`src/rtl/mac_rx.sv`:
```
// Ethernet receive MAC: preamble/SFD strip, header capture, address filter, CRC-32 and length check, frame counters.
// Payload byte k leaves one cycle after byte k+4 is sampled (FCS withheld); there is no backpressure, the PHY stream is never stalled.
module mac_rx #(
    parameter logic [47:0] LOCAL_MAC = 48'h02_00_00_00_00_01,
    parameter int          MAX_FRAME = 1518
) (
    input  logic        clk,
    input  logic        rst,
    input  logic [7:0]  mac_rxd,
    input  logic        mac_rx_dv,
    input  logic        mac_rx_er,
    input  logic        promisc,
    output logic [7:0]  rx_data,
    output logic        rx_valid,
    output logic        rx_sof,
    output logic        rx_hdr_valid,
    output logic [47:0] rx_dest_mac,
    output logic [47:0] rx_src_mac,
    output logic [15:0] rx_frame_type,
    output logic        rx_eof,
    output logic        rx_good,
    output logic        rx_crc_err,
    output logic        rx_len_err,
    output logic [15:0] rx_frame_cnt,
    output logic [15:0] rx_err_cnt
);

    localparam logic [31:0] CRC_POLY    = 32'hEDB8_8320;
    localparam logic [31:0] CRC_INIT    = 32'hFFFF_FFFF;
    localparam logic [31:0] CRC_RESIDUE = 32'hDEBB_20E3;
    localparam logic [15:0] LEN_MIN     = 16'd64;
    localparam logic [15:0] LEN_MAX     = 16'(MAX_FRAME);
    localparam logic [15:0] LEN_ABORT   = 16'(MAX_FRAME + 1);

    typedef enum logic [2:0] {
        IDLE, PREAMBLE, DEST_MAC, SRC_MAC, FRAME_TYPE, PAYLOAD, DROP
    } state_t;

    typedef struct packed {
        logic [47:0] dest;
        logic [47:0] src;
        logic [15:0] ftype;
    } hdr_t;

    function automatic logic [31:0] crc_byte(input logic [31:0] crc, input logic [7:0] data);
        logic [31:0] c;
        c = crc ^ {24'd0, data};
        for (int i = 0; i < 8; i++) begin
            c = c[0] ? ((c >> 1) ^ CRC_POLY) : (c >> 1);
        end
        return c;
    endfunction

    state_t          state_q, state_d;
    logic            dv_prev_q;
    logic [2:0]      byte_cnt_q, byte_cnt_d;
    logic [2:0]      pay_cnt_q, pay_cnt_d;
    logic [15:0]     len_q, len_d;
    logic [31:0]     crc_q, crc_d;
    logic            er_seen_q, er_seen_d;
    logic [47:0]     dest_sh_q, dest_sh_d;
    logic [47:0]     src_sh_q, src_sh_d;
    logic [7:0]      type_hi_q, type_hi_d;
    logic [3:0][7:0] dly_q, dly_d;
    hdr_t            hdr_q, hdr_d;
    logic [7:0]      rx_data_q, rx_data_d;
    logic            rx_valid_q, rx_valid_d;
    logic            rx_sof_q, rx_sof_d;
    logic            rx_hdr_valid_q, rx_hdr_valid_d;
    logic            rx_eof_q, rx_eof_d;
    logic            rx_good_q, rx_good_d;
    logic            rx_crc_err_q, rx_crc_err_d;
    logic            rx_len_err_q, rx_len_err_d;
    logic [15:0]     frame_cnt_q, frame_cnt_d;
    logic [15:0]     err_cnt_q, err_cnt_d;

    logic            dv_rise;
    logic [47:0]     dest_full;
    logic            addr_pass;
    logic [31:0]     crc_next;
    logic [15:0]     len_inc;
    logic            end_len_err;

    assign dv_rise     = mac_rx_dv & ~dv_prev_q;
    assign dest_full   = {dest_sh_q[39:0], mac_rxd};
    assign addr_pass   = promisc || (dest_full == LOCAL_MAC) || (dest_full == 48'hFFFF_FFFF_FFFF);
    assign crc_next    = crc_byte(crc_q, mac_rxd);
    assign len_inc     = len_q + 16'd1;
    assign end_len_err = (len_q < LEN_MIN) || (len_q > LEN_MAX);

    always_comb begin
        state_d        = state_q;
        byte_cnt_d     = byte_cnt_q;
        pay_cnt_d      = pay_cnt_q;
        len_d          = len_q;
        crc_d          = crc_q;
        er_seen_d      = er_seen_q;
        dest_sh_d      = dest_sh_q;
        src_sh_d       = src_sh_q;
        type_hi_d      = type_hi_q;
        dly_d          = dly_q;
        hdr_d          = hdr_q;
        rx_data_d      = rx_data_q;
        rx_valid_d     = 1'b0;
        rx_sof_d       = 1'b0;
        rx_hdr_valid_d = 1'b0;
        rx_eof_d       = 1'b0;
        rx_good_d      = 1'b0;
        rx_crc_err_d   = 1'b0;
        rx_len_err_d   = 1'b0;

        case (state_q)
            IDLE: begin
                // Only a fresh dv assertion starts a frame; dv already high after reset is ignored.
                if (dv_rise) begin
                    er_seen_d = mac_rx_er;
                    state_d   = (mac_rxd == 8'h55) ? PREAMBLE : DROP;
                end
            end
            PREAMBLE: begin
                if (!mac_rx_dv) begin
                    state_d = IDLE;
                end else begin
                    er_seen_d = er_seen_q | mac_rx_er;
                    if (mac_rxd == 8'hD5) begin
                        state_d    = DEST_MAC;
                        crc_d      = CRC_INIT;
                        len_d      = 16'd0;
                        byte_cnt_d = 3'd0;
                    end else if (mac_rxd != 8'h55) begin
                        state_d = DROP;
                    end
                end
            end
            DEST_MAC, SRC_MAC, FRAME_TYPE: begin
                if (!mac_rx_dv) begin
                    state_d = IDLE;
                end else begin
                    er_seen_d  = er_seen_q | mac_rx_er;
                    crc_d      = crc_next;
                    len_d      = len_inc;
                    byte_cnt_d = byte_cnt_q + 3'd1;
                    if (state_q == DEST_MAC) begin
                        dest_sh_d = dest_full;
                        if (byte_cnt_q == 3'd5) begin
                            byte_cnt_d = 3'd0;
                            state_d    = addr_pass ? SRC_MAC : DROP;
                        end
                    end else if (state_q == SRC_MAC) begin
                        src_sh_d = {src_sh_q[39:0], mac_rxd};
                        if (byte_cnt_q == 3'd5) begin
                            byte_cnt_d = 3'd0;
                            state_d    = FRAME_TYPE;
                        end
                    end else begin
                        type_hi_d = mac_rxd;
                        if (byte_cnt_q == 3'd1) begin
                            byte_cnt_d     = 3'd0;
                            pay_cnt_d      = 3'd0;
                            rx_hdr_valid_d = 1'b1;
                            hdr_d.dest     = dest_sh_q;
                            hdr_d.src      = src_sh_q;
                            hdr_d.ftype    = {type_hi_q, mac_rxd};
                            state_d        = PAYLOAD;
                        end
                    end
                end
            end
            PAYLOAD: begin
                if (mac_rx_dv) begin
                    er_seen_d = er_seen_q | mac_rx_er;
                    crc_d     = crc_next;
                    len_d     = len_inc;
                    dly_d     = {dly_q[2:0], mac_rxd};
                    if (len_inc == LEN_ABORT) begin
                        // Oversize: close the frame now and discard whatever follows.
                        rx_eof_d     = 1'b1;
                        rx_len_err_d = 1'b1;
                        rx_crc_err_d = (crc_next != CRC_RESIDUE);
                        state_d      = DROP;
                    end else if (pay_cnt_q >= 3'd4) begin
                        rx_valid_d = 1'b1;
                        rx_data_d  = dly_q[3];
                        rx_sof_d   = (pay_cnt_q == 3'd4);
                    end
                    if (pay_cnt_q != 3'd5) begin
                        pay_cnt_d = pay_cnt_q + 3'd1;
                    end
                end else begin
                    rx_eof_d     = 1'b1;
                    rx_crc_err_d = (crc_q != CRC_RESIDUE);
                    rx_len_err_d = end_len_err;
                    rx_good_d    = (crc_q == CRC_RESIDUE) && !end_len_err && !er_seen_q;
                    state_d      = IDLE;
                end
            end
            DROP: begin
                if (!mac_rx_dv) begin
                    state_d = IDLE;
                end
            end
            default: state_d = IDLE;
        endcase
    end

    always_comb begin
        frame_cnt_d = frame_cnt_q;
        err_cnt_d   = err_cnt_q;
        if (rx_eof_d) begin
            if (rx_good_d) begin
                frame_cnt_d = (frame_cnt_q == 16'hFFFF) ? frame_cnt_q : frame_cnt_q + 16'd1;
            end else begin
                err_cnt_d = (err_cnt_q == 16'hFFFF) ? err_cnt_q : err_cnt_q + 16'd1;
            end
        end
    end

    always_ff @(posedge clk) begin
        if (rst) begin
            state_q        <= IDLE;
            dv_prev_q      <= 1'b1;
            byte_cnt_q     <= 3'd0;
            pay_cnt_q      <= 3'd0;
            len_q          <= 16'd0;
            crc_q          <= CRC_INIT;
            er_seen_q      <= 1'b0;
            dest_sh_q      <= 48'd0;
            src_sh_q       <= 48'd0;
            type_hi_q      <= 8'd0;
            dly_q          <= '0;
            hdr_q          <= '0;
            rx_data_q      <= 8'd0;
            rx_valid_q     <= 1'b0;
            rx_sof_q       <= 1'b0;
            rx_hdr_valid_q <= 1'b0;
            rx_eof_q       <= 1'b0;
            rx_good_q      <= 1'b0;
            rx_crc_err_q   <= 1'b0;
            rx_len_err_q   <= 1'b0;
            frame_cnt_q    <= 16'd0;
            err_cnt_q      <= 16'd0;
        end else begin
            state_q        <= state_d;
            dv_prev_q      <= mac_rx_dv;
            byte_cnt_q     <= byte_cnt_d;
            pay_cnt_q      <= pay_cnt_d;
            len_q          <= len_d;
            crc_q          <= crc_d;
            er_seen_q      <= er_seen_d;
            dest_sh_q      <= dest_sh_d;
            src_sh_q       <= src_sh_d;
            type_hi_q      <= type_hi_d;
            dly_q          <= dly_d;
            hdr_q          <= hdr_d;
            rx_data_q      <= rx_data_d;
            rx_valid_q     <= rx_valid_d;
            rx_sof_q       <= rx_sof_d;
            rx_hdr_valid_q <= rx_hdr_valid_d;
            rx_eof_q       <= rx_eof_d;
            rx_good_q      <= rx_good_d;
            rx_crc_err_q   <= rx_crc_err_d;
            rx_len_err_q   <= rx_len_err_d;
            frame_cnt_q    <= frame_cnt_d;
            err_cnt_q      <= err_cnt_d;
        end
    end

    assign rx_data       = rx_data_q;
    assign rx_valid      = rx_valid_q;
    assign rx_sof        = rx_sof_q;
    assign rx_hdr_valid  = rx_hdr_valid_q;
    assign rx_dest_mac   = hdr_q.dest;
    assign rx_src_mac    = hdr_q.src;
    assign rx_frame_type = hdr_q.ftype;
    assign rx_eof        = rx_eof_q;
    assign rx_good       = rx_good_q;
    assign rx_crc_err    = rx_crc_err_q;
    assign rx_len_err    = rx_len_err_q;
    assign rx_frame_cnt  = frame_cnt_q;
    assign rx_err_cnt    = err_cnt_q;

endmodule

```
`config.mk`:
```
export PLATFORM = sky130hd
export DESIGN_NAME = mac_rx
export DESIGN_NICKNAME = d
export VERILOG_FILES = /design/src/rtl/mac_rx.sv
export SDC_FILE = /design/constraint.sdc
export NUM_CORES = 1
export LEC_CHECK = 0
export CORE_MARGIN = 2
export CORE_UTILIZATION = 50
export CTS_CLUSTER_DIAMETER = 30
export DETAILED_ROUTE_END_ITERATION = 7
export PLACE_DENSITY = 0.71
export SYNTH_ARGS = -nofsm -noshare
export SYNTH_HDL_FRONTEND = slang
export SYNTH_SLANG_ARGS = --single-unit
```
`constraint.sdc`:
```
create_clock -name clk -period 4.03 [get_ports clk]
set_input_delay 0.806 -clock clk [delete_from_list [all_inputs] [get_ports clk]]
set_output_delay 0.806 -clock clk [all_outputs]
set_load 0.005 [all_outputs]
```
Word level (Yosys, flattened, before mapping) --
Index checks and enable logic that the tools add are counted.
Storage, ports and cells: flip-flop bits (word level) 354, input bits 13, output and inout bits 159, logic and storage cells 187
Cells by class: $add $sub $neg 5, magnitude comparators 3, equality and inequality tests 38, mux-type cells 60, bitwise gates (word level) 22, reductions and logical operators 32
Operators with widths (count):
- 32-bit two-way mux | 11
- 13-bit inverter with 14-bit output | 8
- 3-bit two-way mux | 28
- 32-bit inequality test, second input constant | 2
- 32-bit one-hot mux with 2 select lines | 1
- 16-bit by 1-bit adder with 16-bit output, second input constant | 3
- 48-bit by 42-bit == test with 1-bit output, second input constant | 1
- 48-bit == test, second input constant | 1
- 16-bit two-way mux | 3
- 16-bit == test, second input constant | 2
- 32-bit == test, second input constant | 1
- 16-bit one-hot mux with 2 select lines | 1
- 32-bit by 8-bit XOR with 32-bit output | 1
- 2-bit inequality test, second input constant | 10
- 4-bit AND reduction | 5
- 16-bit by 11-bit == test with 1-bit output, second input constant | 1
- 16-bit by 11-bit > comparator with 1-bit output, second input constant | 1
- 16-bit by 7-bit < comparator with 1-bit output, second input constant | 1
- 3-bit == test, second input constant | 5
- 3-bit one-hot mux with 5 select lines | 1
- 5-bit OR reduction | 3
- 7-bit AND reduction | 2
- 1-bit two-way mux | 12
- 4-bit inequality test, second input constant | 3
- 26 further kinds | 53

Logic depth before layout (Yosys ltp) --
depth after elaboration 20, mapped depth 12, mapped depth without buffers 10

Worst setup path before layout --
Ideal clock, no wire load.
path kind in2reg, from input port mac_rxd[3], to register rx_crc_err_q (netlist: rx_crc_err), setup time 0.115 ns, arrival time 3.051 ns, data required time 3.915 ns, slack 0.863 ns, stages 8, path buffers 1, path through buf_2 -> xnor2_2 -> xnor2_1 -> xnor2_1 -> or3_1 -> a2111o_1 -> or4_1 -> and3_1
Between the ends: longest elaborated chain between the ends 15, elaborated cells on any way between the ends 16, those cells by class 1 x eq/ne; 10 x mux; 5 x bitwise
Ends and longest elaborated chain:
- from (decl) | RTL line 9 | input logic [7:0] mac_rxd,
- 32-bit by 8-bit XOR with 32-bit output * | RTL line 47 | c = crc ^ {24'd0, data};
- 32-bit two-way mux * (5 in a row) | RTL line 49 | c = c[0] ? ((c >> 1) ^ CRC_POLY) : (c >> 1);
- 13-bit inverter with 14-bit output (no line) or 32-bit two-way mux (tied branches)
- 32-bit two-way mux * | RTL line 49
- 13-bit inverter with 14-bit output (no line) or 32-bit two-way mux (tied branches)
- 32-bit two-way mux * | RTL line 49
- 13-bit inverter with 14-bit output (no line)
- 32-bit two-way mux * | RTL line 49
- 32-bit inequality test * | RTL line 179 | rx_crc_err_d = (crc_next != CRC_RESIDUE);
- 1-bit two-way mux * | RTL line 175 | if (len_inc == LEN_ABORT) begin
- 1-bit two-way mux * | RTL line 170 | if (mac_rx_dv) begin
- to (signal assigned) | RTL line 261 | rx_crc_err_q <= rx_crc_err_d;
- to (decl) | RTL line 72 | logic rx_crc_err_q, rx_crc_err_d;
Mark *: on every way between the ends. The rest lies on a longest branch, timed or not. A chain may end at the register's enable or synchronous reset.

Worst setup path after layout --
from register len_q[3], to register err_cnt_q[5] (netlist: rx_err_cnt[5])
Between the ends: longest elaborated chain between the ends 9, elaborated cells on any way between the ends 15, those cells by class 1 x add/sub; 2 x order compare; 1 x eq/ne; 5 x mux; 1 x bitwise; 5 x reduce/logical
Ends and longest elaborated chain:
- from (decl) | RTL line 58 | logic [15:0] len_q, len_d;
- from (signal assigned) | RTL line 247 | len_q <= len_d;
- parallel branches: the longest is 8 deep, another holds 16-bit by 1-bit adder with 16-bit output
- 3-bit AND reduction (no line) *
- to (signal assigned) | RTL line 264 | err_cnt_q <= err_cnt_d;
- to (decl) | RTL line 75 | logic [15:0] err_cnt_q, err_cnt_d;
Every way passes the cells marked *.

==> impl_metrics.yaml <==
yosys:
  synth_top_family_by_area: "simple AND/OR/NAND/NOR gates"
  synthXorXnorAreaFrac_pct: 7.54
  synth.area.top_cells: "dfxtp_1, nand2_1, a21oi_1"
  muxShareOfSynthArea_pct: 1.84
  synthCells: 1852
  ys.flop_type: "dfxtp_1"
  yosys.area_share.simple_pct: 24.6
  syn_area_um2: 15000
  syn-num-nets: 1877
  syn_area_per_cell_um2: 8.09
  yosys_warnings: 0
  yosysMostFrequentCell: "nand2_1"
  synth_edf_count: 0
  synth_top_area_cell: "dfxtp_1"
  synth.distinct_cells: 74
  synth_fa_ha_area_share_pct: 1.00
  synth_compound_area_share_pct: 13.5
  synthArstFlopShare_pct: 0
  ys_seq_area_share_pct: 47.3
  synthTopCellsByCount: "nand2_1, dfxtp_1, a21oi_1, clkbuf_1, nor2_1"
  yosys_register_bits: 354
  synth_top_area_share_pct: 47.3
setup_path:
  reg2reg_to: "rx_err_cnt[5]"
  critPathKind: "register to register"
  crit_path_max_incr_delay_ps: 620
  crit_fanout: 29
  cp_data_arrival_time_ps: 4030
  rrSetupSlack_ps: 430
  cp-end-kind: "register"
  cp.required_ps: 4470
  path_common_cell: "nor4_1"
  start_kind: "register"
  reg2regPathDepth: 7
  path_cells: "nand4_2, nor4_1, xor2_1, or4_1, o31a_1, nor4_1, mux2_2"
  timing.rr.start: "len_q[3]"
  slowest_stage: "o31a_1"
sta:
  rsz0062_at_grt: "false"
  tns_ps: 0
  min_period_over_period_pct: 89.3
  fmax_mhz: 278
  hold_viol_final: 0
  slew_headroom_pct: 28.4
  drv_slew: 0
  worst-slew-pin-transition_ps: 1070
  fin_ws_ps: 433
  fin_crit_ps: 3600
  fin_worst_skew_ps: 40.3
  setup_viol: 0
  hold_ws_ps: 448
grt:
  grt_pass1_wl_mm: 66.2
  grt-ovfl-total: 0
  antenna_found_initial: 1
  grt_max_degree: 183
  grtUsageTotal_pct: 26.2
  grt_pass1_vias: 12700
placement:
  io_buffers: 171
  pre_cts_slack_ps: 261
  hpwlAfterDp_mm: 26.7
  place_congestion: 0.906
floorplanning:
  rows: 63
  ios: 172
  die_x_um: 177
  die-height_um: 177
  die_area_um2: 31400
  core_um2: 29600
  start_util_pct: 50.7
power:
  p_leak_nw: 6.86
  p_seq_share_pct: 31.1
  power_density_nw_per_um2: 618
  power.share.clock_pct: 51.6
  internal_power_mw: 8.69
  irDropWorstVdd_uv: 384
  pwr-share-comb_pct: 17.3
  sw_frac_of_total_pct: 28.7
  p_sw_mw: 3.50
  power.total_mw: 12.2
route:
  num_vias: 13400
  first_iter_violations: 1143
  ant_nets: 0
  firstDrtPassIters: 5
  drt_wl_total_mm: 41.5
  drc: 0
  via_per_inst: 5.46
  detail_route.wl_per_cell_um: 16.9
clock_network:
  clk_latency_ps: 580
  clk_pin_slew_ps: 50
  cts-resized-gates: 0
  cts-root-buf: "clkbuf_16"
  htreeDepth: 3
  cts-buffers-inserted: 72
  cts_max_path_buffers: 3
  postCtsSetupBuffers: 0
  cts_num_sinks: 354
  cts_tree: "built"
  cts.hold.buffers_added: 0
final_layout:
  finish.utilization_pct: 66.7
  syn_to_final_growth_pct: 31.7
  layout-drive-gt1-share_pct: 10.4
  layout.nets: 2034
  num_antenna_cells: 0
min_path:
  hold_class: "register to register"
  hp-start: "dly_q[0]"
  hold_depth: 2
  hold_end: "dly_q[8]"
run_status:
  status: "finished, final reports clean"
run:
  maxCapViolCount: 0
## layout make-up
class / count / area (um^2)
Inverter: 22 / 85.1
Multi-Input combinational cell: 1342 / 7300
Timing Repair Buffer: 217 / 2120
Tap cell: 390 / 488
Clock inverter: 47 / 701
Sequential cell: 354 / 7090
Clock buffer: 85 / 1930
Fill cell: 2438 / 9840
## registers in the layout, summed over array words and instances (netlist names), 8 cells and up
| name | cells |
|---|---|
| dest_sh_q | 48 |
| rx_dest_mac | 48 |
| len_q | 16 |
| crc_q | 32 |
| rx_frame_type | 16 |
| rx_src_mac | 48 |
| rx_err_cnt | 16 |
| src_sh_q | 48 |
| rx_data | 8 |
| type_hi_q | 8 |
| dly_q | 32 |
| rx_frame_cnt | 16 |
## stage by stage
stage | instance area [um^2] | instances
after detailed placement | 17100 | 2325
after CTS | 19700 | 2457
after floorplan | 15000 | 1852
final | 19700 | 2457
after global placement | 17100 | 2325
after global routing | 19700 | 2457
## cell usage in the layout, fill, tap and decap left out, types with 10 or more instances in the layout
cell type / instances
bufinv_16: 11
nor4_1: 28
nand4_1: 26
xor2_1: 10
nand3_1: 35
mux2i_1: 23
clkdlybuf4s50_1: 170
dfxtp_1: 354
o22ai_1: 14
o31ai_1: 11
buf_4: 41
nand2_1: 543
ha_1: 12
xnor2_1: 55
inv_1: 20
o21ai_0: 37
nor2b_1: 11
clkbuf_16: 72
or4_1: 16
nor2_1: 85
a21oi_1: 278
nor3_1: 33
clkinv_2: 13
## how the worst max path moves through the flow
stage,start,to,cells past startpoint
5_1_grt,len_q[2],rx_err_cnt[5],7
2_1_floorplan,mac_rxd[3],rx_crc_err,8
3_3_place_gp,mac_rxd[7],rx_crc_err,10
4_1_cts,len_q[3],rx_err_cnt[5],7
3_5_place_dp,mac_rxd[7],rx_crc_err,8
6_report,len_q[3],rx_err_cnt[5],7
## power groups by stage
| stage | Sequential (mW) | Clock [mW] | Combinational (mW) |
|---|---|---|---|
| floorplan | 3.76 | 0 | 1.56 |
| global placement | 3.85 | 0 | 2.07 |
| detailed placement | 3.85 | 0 | 2.07 |
| CTS | 3.78 | 6.37 | 2.08 |
| global route | 3.80 | 6.55 | 2.28 |
| finish | 3.78 | 6.28 | 2.11 |
## cells by family after synthesis
logic type / count (synthesis)
flip-flops: 354
adder cells (fa/ha/maj): 12
AO/OA/AOI/OAI: 374
buffers and inverters: 156
multiplexers: 27
AND/OR/NAND/NOR: 840
XOR/XNOR: 89
## worst max-delay path, delay by kind of cell (launching register included)
kind / cells / cell delay (ps)
AND/OR/NAND/NOR: 4 / 1810
AO/OA/AOI/OAI: 1 / 620
flip-flops: 1 / 540
multiplexers: 1 / 380
XOR/XNOR: 1 / 110
## per-layer routing
metal	up-vias	GRT usage (%)	part of all wire, %
li1	6602	-	-
met1	6356	36.2	45
met2	385	41.8	47
met3	67	4.25	5.4
met4	2	8.30	2.0
met5	-	0	0.039
Power figures use the tool's default switching activity.
